File: src/rtl/systolic_feeder.sv
// systolic_feeder: operand scheduler for the 2x2 output-stationary array.
// Latches one A/B pair, clears the PEs, feeds skewed edges, then signals done.
module systolic_feeder #(
    parameter int DW    = 16,
    parameter int DRAIN = 2
) (
    input  logic            clk,
    input  logic            rst,
    input  logic            in_valid,
    output logic            in_ready,
    input  logic [4*DW-1:0] a_mat,
    input  logic [4*DW-1:0] b_mat,
    output logic [DW-1:0]   a_row0,
    output logic [DW-1:0]   a_row1,
    output logic [1:0]      a_vld,
    output logic [DW-1:0]   b_col0,
    output logic [DW-1:0]   b_col1,
    output logic [1:0]      b_vld,
    output logic            acc_clr,
    output logic            busy,
    output logic            done,
    output logic [7:0]      job_cnt
);

    typedef enum logic [2:0] {
        S_IDLE,
        S_CLEAR,
        S_FEED,
        S_DRAIN,
        S_DONE
    } state_t;

    localparam logic [3:0] DLAST = 4'(DRAIN - 1);

    state_t          state;
    state_t          state_nx;
    logic [1:0]      beat;
    logic [3:0]      dcnt;
    logic [4*DW-1:0] a_q;
    logic [4*DW-1:0] b_q;
    logic            take;

    assign take = in_valid & (state == S_IDLE);

    // State register; reset returns to IDLE and aborts any job in flight.
    always_ff @(posedge clk) begin
        if (rst) begin
            state <= S_IDLE;
        end else begin
            state <= state_nx;
        end
    end

    // Next-state sequencing: fixed-length phases, no early exits.
    always_comb begin
        state_nx = state;
        unique case (state)
            S_IDLE:  if (in_valid) state_nx = S_CLEAR;
            S_CLEAR: state_nx = S_FEED;
            S_FEED:  if (beat == 2'd2) state_nx = S_DRAIN;
            S_DRAIN: if (dcnt == DLAST) state_nx = S_DONE;
            S_DONE:  state_nx = S_IDLE;
            default: state_nx = S_IDLE;
        endcase
    end

    // Operand capture on transfer; held untouched until the next job.
    always_ff @(posedge clk) begin
        if (rst) begin
            a_q <= '0;
            b_q <= '0;
        end else if (take) begin
            a_q <= a_mat;
            b_q <= b_mat;
        end
    end

    // Feed beat and drain interval counters.
    always_ff @(posedge clk) begin
        if (rst) begin
            beat <= '0;
            dcnt <= '0;
        end else begin
            unique case (state)
                S_CLEAR: beat <= 2'd0;
                S_FEED: begin
                    beat <= beat + 2'd1;
                    dcnt <= 4'd0;
                end
                S_DRAIN: dcnt <= dcnt + 4'd1;
                default: begin
                    beat <= beat;
                    dcnt <= dcnt;
                end
            endcase
        end
    end

    // Completed-job counter, bumped as the DONE cycle ends; wraps naturally.
    always_ff @(posedge clk) begin
        if (rst) begin
            job_cnt <= '0;
        end else if (state == S_DONE) begin
            job_cnt <= job_cnt + 8'd1;
        end
    end

    // Moore output decode; row/column k is fed element (beat - k).
    always_comb begin
        in_ready = 1'b0;
        busy     = 1'b1;
        acc_clr  = 1'b0;
        done     = 1'b0;
        a_row0   = '0;
        a_row1   = '0;
        b_col0   = '0;
        b_col1   = '0;
        a_vld    = 2'b00;
        b_vld    = 2'b00;
        unique case (state)
            S_IDLE: begin
                in_ready = 1'b1;
                busy     = 1'b0;
            end
            S_CLEAR: acc_clr = 1'b1;
            S_FEED: begin
                unique case (beat)
                    2'd0: begin
                        a_row0 = a_q[0*DW +: DW];
                        b_col0 = b_q[0*DW +: DW];
                        a_vld  = 2'b01;
                        b_vld  = 2'b01;
                    end
                    2'd1: begin
                        a_row0 = a_q[1*DW +: DW];
                        a_row1 = a_q[2*DW +: DW];
                        b_col0 = b_q[2*DW +: DW];
                        b_col1 = b_q[1*DW +: DW];
                        a_vld  = 2'b11;
                        b_vld  = 2'b11;
                    end
                    2'd2: begin
                        a_row1 = a_q[3*DW +: DW];
                        b_col1 = b_q[3*DW +: DW];
                        a_vld  = 2'b10;
                        b_vld  = 2'b10;
                    end
                    default: begin
                        a_vld = 2'b00;
                        b_vld = 2'b00;
                    end
                endcase
            end
            S_DRAIN: busy = 1'b1;
            S_DONE:  done = 1'b1;
            default: busy = 1'b1;
        endcase
    end

endmodule
File: config.mk
export PLATFORM = sky130hd
export DESIGN_NAME = systolic_feeder
export DESIGN_NICKNAME = d
export VERILOG_FILES = /design/src/rtl/systolic_feeder.sv
export SDC_FILE = /design/constraint.sdc
export NUM_CORES = 1
export LEC_CHECK = 0
export BUFFER_PORTS_ARGS = -buffer_cell sky130_fd_sc_hd__buf_2
export CORE_MARGIN = 5
export CORE_UTILIZATION = 45
export CTS_BUF_LIST = sky130_fd_sc_hd__clkbuf_4 sky130_fd_sc_hd__clkbuf_8 sky130_fd_sc_hd__clkbuf_16
export DETAILED_ROUTE_END_ITERATION = 7
export HOLD_SLACK_MARGIN = 0.05
export PLACE_DENSITY = 0.77
export SYNTH_ARGS = -nofsm -noshare
export SYNTH_HDL_FRONTEND = slang
export SYNTH_SLANG_ARGS = --single-unit
File: constraint.sdc
create_clock -name clk -period 1.8 [get_ports clk]
set_input_delay 0.09 -clock clk [delete_from_list [all_inputs] [get_ports clk]]
set_output_delay 0.09 -clock clk [all_outputs]
set_load 0.02 [all_outputs]
# [Yosys cells after proc, flatten, opt, wreduce, memory -nomap -nowiden]
# Cells that the tools add are included.
# Widths: inputs -> output; s select.
[word_totals] ff_bits=145 in_bits=131 word_cells=45 output_inout_bits=80
[op_classes] bitwise_logic=1 n_reduce_logical=5 mux=20 n_eq_ne=10 addsub=3
[ops] operator="$pmux 16 s2" count=4
[ops] operator="$mux 16" count=4
[ops] operator="$pmux 3 s4" count=1
[ops] operator="$mux 3" count=3
[ops] operator="$add 8x1->8 const B" count=1
[ops] operator="$pmux 4 s2" count=1
[ops] operator="$eq 3x2->1 const B" count=2
[ops] operator="$ne 2x2->1 const B" count=3
[ops] operator="$pmux 2 s3" count=1
[ops] operator="$add 4x1->4 const B" count=1
[ops] operator="$eq 4x1->1 const B" count=1
[ops] operator="$mux 1" count=4
[ops] operator="$pmux 2 s2" count=1
[ops] operator="$reduce_bool 2->1" count=2
[ops] operator="$eq 3x1->1 const B" count=1
[ops] operator="$eq 3x3->1 const B" count=1
[ops] operator="$logic_not 3->1" count=1
[ops] operator="$reduce_and 3->1" count=1
[ops] operator="$add 2x1->2 const B" count=1
[ops] operator="$eq 2x1->1 const B" count=1
[ops] operator="$eq 2x2->1 const B" count=1
[ops] operator="$logic_not 2->1" count=1
[ops] operator="$mux 2" count=1
[ops] operator="$and 1x1->1" count=1

# [Depth between registers and ports, before layout]
# Gate-level depths: netlist (run 1).
[logic_depth] word_depth=3 ltp_mapped=8 ltp_nobuf=5

# [Worst setup path after synthesis (run 1)]
# Ideal clock, no wire load.
[synth_path] path_kind="register to output" startpoint="reg beat[0]" endpoint="out b_vld[1]" path_slack_ns=-0.072 path_stages_with_launch=8 required_time_ns=1.710 t_arrival_ns=1.782 path_buffers=3 cell_sequence="dfxtp_1 inv_1 ha_1 or3b_2 clkbuf_1 buf_2 inv_1 buf_4"
[synth_via] elab_chain_len=3 elab_cells_between_ends=5 classes_between="eq/ne: 2; mux: 2; reduce/logical: 1"
[synth_rtl] item="start, declared" line_no="37" text="logic [1:0] beat;"
[synth_rtl] item="start signal, assigned" line_no="87" text="beat <= beat + 2'd1;"
[synth_rtl] item="start signal, assigned" line_no="92" text="beat <= beat;"
[synth_rtl] item="$eq 2x2->1, or another cell as far along"
[synth_rtl] item="$pmux 2 s3 *"
[synth_rtl] item="$mux 2 *"
[synth_rtl] item="end, declared" line_no="18" text="output logic [1:0] b_vld,"
# Every way passes the cells marked *; elsewhere a longest branch is shown, timed or not.

# [Final worst setup path (run 1)]
[layout_path] startpoint="reg beat[0]" endpoint="out b_col1[4]"
[layout_via] elab_chain_len=3 elab_cells_between_ends=4 classes_between="eq/ne: 2; mux: 2"
[layout_rtl] item="$eq 2x2->1 / $eq 2x1->1 (equally long branches)" line_no="127" text="unique case (beat)"
[layout_rtl] item="$pmux 16 s2 *" line_no="127"
[layout_rtl] item="$mux 16 *" line_no="120" text="unique case (state)"
[layout_rtl] item="end, declared" line_no="17" text="output logic [DW-1:0] b_col1,"
# Marks and branches as above.

==> flow_metrics.env, run 1 <==
export IMPL_ios=211
export IMPL_min_path_type="in -> reg"
export IMPL_yosysUniqueCellTypes=34
export IMPL_synth_flop_cell="dfxtp_1"
export IMPL_cap_violations=0
export IMPL_crit_fanout=14
export IMPL_stdcell_area_um2=10100
export IMPL_p_total_mw=8.70
export IMPL_clkTransAtPathRegs_ns=0.06
export IMPL_end_kind="primary output"
export IMPL_final_core_util_pct=75.8
export IMPL_port_buffers=210
export IMPL_drt_first_pass_iters=7
export IMPL_criticalPathCategory="reg -> out"
export IMPL_path_delay_family="simple AND/OR/NAND/NOR gates"
export IMPL_tns_ns=-13.36
export IMPL_yosysTopAreaCell="dfxtp_1"
export IMPL_final_cell_mix="nand2_1 (263), dfxtp_1 (143), buf_2 (141)"
export IMPL_synth_area_per_cell_um2=7.46
export IMPL_gp_congestion=0.816
export IMPL_clockBufferDepth=2
export IMPL_clk_latency_ns=0.43
export IMPL_cp_slowest_stage_delay_ns=0.41
export IMPL_status="finished, violations left"
export IMPL_ys_seq_elements=145
export IMPL_synth_nets=957
export IMPL_failed_checks="setup timing"
export IMPL_fin_crit_sh_pct=114
export IMPL_grt_pass1_vias=7169
export IMPL_fin_skew_ns=0.00794
export IMPL_hpwl_um=11500
export IMPL_setup_ws_ns=-0.257
export IMPL_cts_tree="done"
export IMPL_gr_total_overflow=0
export IMPL_worstPathCellList="inv_2, ha_1, or3b_4, buf_12, nor2_1, buf_4"
export IMPL_drc_errors=0
export IMPL_layout_commonest_cell="nand2_1"
export IMPL_arrival_ns=1.97
export IMPL_synth_edf_count=0
export IMPL_cp_start_kind="flip-flop"
export IMPL_dieHeight_um=127
export IMPL_core_um2=13300
export IMPL_worst_slew_pin_slew_ns=0.413
export IMPL_htreeDepth=4
export IMPL_critPathBufInv=3
export IMPL_dp_cells=1162
export IMPL_grt_max_degree=70
export IMPL_clockRootBuffer="clkbuf_16"
export IMPL_slowest_stage="or3b_4"
export IMPL_placed_cell_area_um2=7420
export IMPL_drt_iter0_drc=558
export IMPL_core_rowCount=42
export IMPL_async_flop_share_pct=0
export IMPL_wl_um=24000
export IMPL_rsz0062_at_grt="yes"
export IMPL_dieWidth_um=127
export IMPL_fin_nets=1273
export IMPL_whs_ns=0.0827
export IMPL_drive_gt1_share_pct=30.6
export IMPL_hold_viol_final=0
export IMPL_period_needed_ns=2.06
export IMPL_antenna_found_initial=1
export IMPL_die_area_um2=16000
export IMPL_p_leak_nw=4.01
export IMPL_yosysWarningCount=0
export IMPL_fillers=816
export IMPL_syn_area_um2=6110
export IMPL_start_util_pct=45.9
export IMPL_viasPerCell=5.50
export IMPL_relSlewSlack_pct=72.5
export IMPL_fin_cells=1326
export IMPL_wire_per_inst_um=18.1
export IMPL_ant_nets=0
export IMPL_powerDensity_nw_per_um2=863
export IMPL_seq_area_frac_synth_pct=47.5
export IMPL_max_freq_mhz=486
export IMPL_vias=7294
export IMPL_dp_slack_ns=0.0574
export IMPL_setup_viol=68
export IMPL_cts_buffers=17
export IMPL_grt_pass1_wl_um=35700
export IMPL_syn_to_final_growth_pct=65.0
export IMPL_synth_area_leaders="dfxtp_1 (48%), nand2_1 (16%), a21oi_1 (11%)"
export IMPL_cts_sinks=145
export IMPL_grtUsageTotal_pct=27.5
export IMPL_ir_drop_uv=606
export IMPL_synth_top_area_share_pct=47.5
export IMPL_required_ns=1.71
export IMPL_report_final_slew_viol_count=0
export IMPL_synthCells=819
[Yosys cell counts, drive strengths merged, types with 2 or more instances]
master,count
o31ai,2
ha,7
and2,2
nor2,70
nand3,5
a21oi,140
or3b,3
clkbuf,41
a22oi,64
nor3b,3
nor3,2
nor4bb,2
dfxtp,145
o21ai,8
nand2,263
inv,8
or3,7
or4,2
buf,32
nor2b,2
[layout make-up]
cell class / count / area, um^2 / share of cell area (%)
multi-input cells: 593 / 3180 / 31.5
repair buffers: 370 / 3120 / 30.9
flip-flops and latches: 145 / 2910 / 28.8
clock buffers: 22 / 475 / 4.72
well taps: 176 / 220 / 2.18
clock inverters: 10 / 134 / 1.33
inverters: 8 / 42.5 / 0.422
diodes: 2 / 5.00 / 0.0497
[kinds of logic (layout without fill, tap and decap cells)]
family,count (synthesis),count (layout),share of synthesized area [%]
muxes,2,2,0.348
and+or+nand+nor,366,366,24.2
buffers and inverters,81,410,5.71
adders and majority gates,7,7,1.43
xor gates and xnor gates,1,1,0.143
DFF,145,145,47.5
AOI/OAI and AO/OA,217,217,20.6
other,0,2,0
[registers in the layout, indices dropped and copies added (netlist names)]
register,flops
a_q,64
b_q,64
beat,2
dcnt,4
job_cnt,8
state,3
[final timing paths]
kind                                    to  startpoint  cells after the start  slack [ns]
worst max-delay path             b_col1[4]     beat[0]                      6       -0.26
worst min-delay path            job_cnt[0]         rst                      2        0.08
worst max register to register     a_q[10]    state[2]                      5        0.09
worst min register to register     b_q[47]     b_q[47]                      2        0.45
[routing by layer]
layer  track usage, %  vias to the layer above  share of wire, %
met3             6.39                      100               7.7
met4             14.0                        0               4.2
met5                0                        -                 0
met2             48.2                      458                51
li1                 -                     3380                 -
met1             31.3                     3356                37
[power breakdown]
| part | internal [mW] | switching [mW] | leakage, nW |
|---|---|---|---|
| Sequential | 3.43 | 0.129 | 1.19 |
| Clock | 2.29 | 1.34 | 0.300 |
| Combinational | 0.677 | 0.828 | 2.52 |
[repair_timing]
action | CTS | global route
cloned | 1 | 0
hold buffers | 128 | 0
endpoints found under the setup margin | 68 | 68
setup buffers | 1 | 0
pin swaps | 6 | 2
endpoints found under the hold margin | 128 | 0
gates resized for setup | 146 | 79
(Power assumes the default switching activity.)
==> inputs of run 2 (changes only) <==
- PLACE_DENSITY: 0.77 -> 0.76
==> flow_metrics.env, run 2 (same netlist as run 1, synthesis figures left out) <==
export IMPL_status="finished, violations left"
export IMPL_failed_checks="setup timing"
export IMPL_gp_congestion=0.791
export IMPL_ir_drop_uv=587
export IMPL_dieHeight_um=127
export IMPL_core_rowCount=42
export IMPL_wire_per_inst_um=18.6
export IMPL_clk_latency_ns=0.42
export IMPL_rrSetupSlack_ns=0.06
export IMPL_worst_slew_pin_slew_ns=0.423
export IMPL_ant_nets=0
export IMPL_start_util_pct=45.9
export IMPL_power_internal_mw=6.65
export IMPL_layout_commonest_cell="nand2_1"
export IMPL_gr_total_overflow=0
export IMPL_fin_nets=1276
export IMPL_clockRootBuffer="clkbuf_16"
export IMPL_r2r_end="b_q[25]"
export IMPL_setup_viol=68
export IMPL_fillers=813
export IMPL_cp_start_kind="flip-flop"
export IMPL_core_um2=13300
export IMPL_viasPerCell=5.52
export IMPL_grt_max_degree=90
export IMPL_fin_skew_ns=0.00867
export IMPL_pwr_share_comb_pct=17.6
export IMPL_wl_um=24700
export IMPL_hold_viol_final=0
export IMPL_htreeDepth=4
export IMPL_die_area_um2=16000
export IMPL_grt_pass1_vias=7238
export IMPL_p_leak_nw=4.10
export IMPL_relSlewSlack_pct=71.8
export IMPL_clkTransAtPathRegs_ns=0.06
export IMPL_grtUsageTotal_pct=27.0
export IMPL_fin_cells=1330
export IMPL_ios=211
export IMPL_hpwl_um=11600
export IMPL_power_frac_seq_pct=39.4
export IMPL_period_needed_ns=2.12
export IMPL_cap_violations=0
export IMPL_reg_top3="a_q x64, b_q x64, job_cnt x8"
export IMPL_hold_depth=4
export IMPL_drt_first_pass_iters=5
export IMPL_grt_use_met1_pct=29.5
export IMPL_arrival_ns=2.03
export IMPL_criticalPathCategory="reg -> out"
export IMPL_rsz0062_at_grt="yes"
export IMPL_use_met2_pct=46.9
export IMPL_required_ns=1.71
export IMPL_cts_buffers=17
export IMPL_cts_sinks=145
export IMPL_p_sw_share_pct=26.3
export IMPL_port_buffers=210
export IMPL_dp_cells=1161
export IMPL_clockBufferDepth=2
export IMPL_dieWidth_um=127
export IMPL_drive_gt1_share_pct=30.9
export IMPL_grt_busiest_layer="met2"
export IMPL_antenna_found_initial=3
export IMPL_grt_use_met3_pct=6.73
export IMPL_fin_crit_sh_pct=118
export IMPL_dp_slack_ns=0.0605
export IMPL_report_final_slew_viol_count=0
export IMPL_end_kind="primary output"
export IMPL_vias=7339
export IMPL_whs_ns=0.109
export IMPL_multi_input_area_um2=3320
export IMPL_min_from="in_valid"
export IMPL_r2r_start="state[2]"
export IMPL_min_path_type="in -> reg"
export IMPL_hold_end="state[0]"
export IMPL_pwr_share_clk_pct=43.0
export IMPL_drt_iter0_drc=660
export IMPL_max_freq_mhz=472
export IMPL_drc_errors=0
export IMPL_powerDensity_nw_per_um2=868
export IMPL_crit_fanout=64
export IMPL_cts_tree="done"
export IMPL_setup_ws_ns=-0.320
export IMPL_p_switching_mw=2.37
export IMPL_final_seq_area_um2=2910
export IMPL_r2r_cells=5
export IMPL_final_cell_mix="nand2_1 (263), dfxtp_1 (142), buf_2 (141)"
export IMPL_grt_pass1_wl_um=35200
export IMPL_syn_to_final_growth_pct=70.1
==> run 2: worst max-delay path: stages (launching register included) <==
cell and delay (ns):
dfxtp_2 0.33, inv_2 0.05, buf_6 0.12, ha_4 0.15
buf_4 0.14, buf_16 0.20, a22oi_1 0.38, nor2_4 0.07
buf_6 0.14
==> run 2: worst max path at each step <==
stage            start         end  slack [ns]  depth (start not counted)
2_1_floorplan  beat[0]  a_row1[10]       -0.05                          6
3_3_place_gp   beat[0]  b_col1[13]        0.12                          6
3_5_place_dp   beat[0]  a_row1[13]        0.06                          6
4_1_cts        beat[0]  a_row1[12]       -0.29                          6
5_1_grt        beat[1]  a_row0[13]       -0.36                          8
6_report       beat[1]  a_row0[13]       -0.32                          8
==> run 2: area by class of cell <==
class	instances	area share [%]
Inverter	8	0.337
Sequential cell	145	28.0
Clock buffer	20	4.37
Timing Repair Buffer	373	31.4
Tap cell	176	2.12
Antenna cell	3	0.0723
Multi-Input combinational cell	593	31.9
Clock inverter	12	1.81
==> run 2: through the flow <==
| stage | area, um^2 | power, mW | setup TNS (ns) | utilization [%] |
|---|---|---|---|---|
| global placement | 7410 | 4.66 | 0 | 55.7 |
| global route | 10400 | 9.33 | -20.75 | 78.1 |
| floorplan | 6110 | 4.25 | -1.24 | - |
| CTS | 9830 | 8.79 | -16.94 | 73.9 |
| finish | 10400 | 9.02 | -16.45 | 78.1 |
| detailed placement | 7410 | 4.68 | 0 | 55.7 |
==> run 2: what timing repair did <==
action,CTS,global route
hold endpoints to repair,128,0
hold buffers,128,0
cloned,2,3
pin swaps,10,20
setup buffers,1,0
resized for setup,148,123
setup endpoints to repair,68,71
==> run 2: power groups by stage <==
stage	sequential, mW	combinational (mW)	clock, mW
after floorplan	3.58	0.678	0
after global placement	3.60	1.06	0
after detailed placement	3.61	1.07	0
after CTS	3.54	1.38	3.87
after global routing	3.57	1.71	4.05
final	3.55	1.59	3.88
==> run 2: routing by layer <==
metal	vias up	wire, um
met2	427	12400
met3	121	1810
met1	3406	9020
li1	3385	-
met4	0	1440
met5	-	0
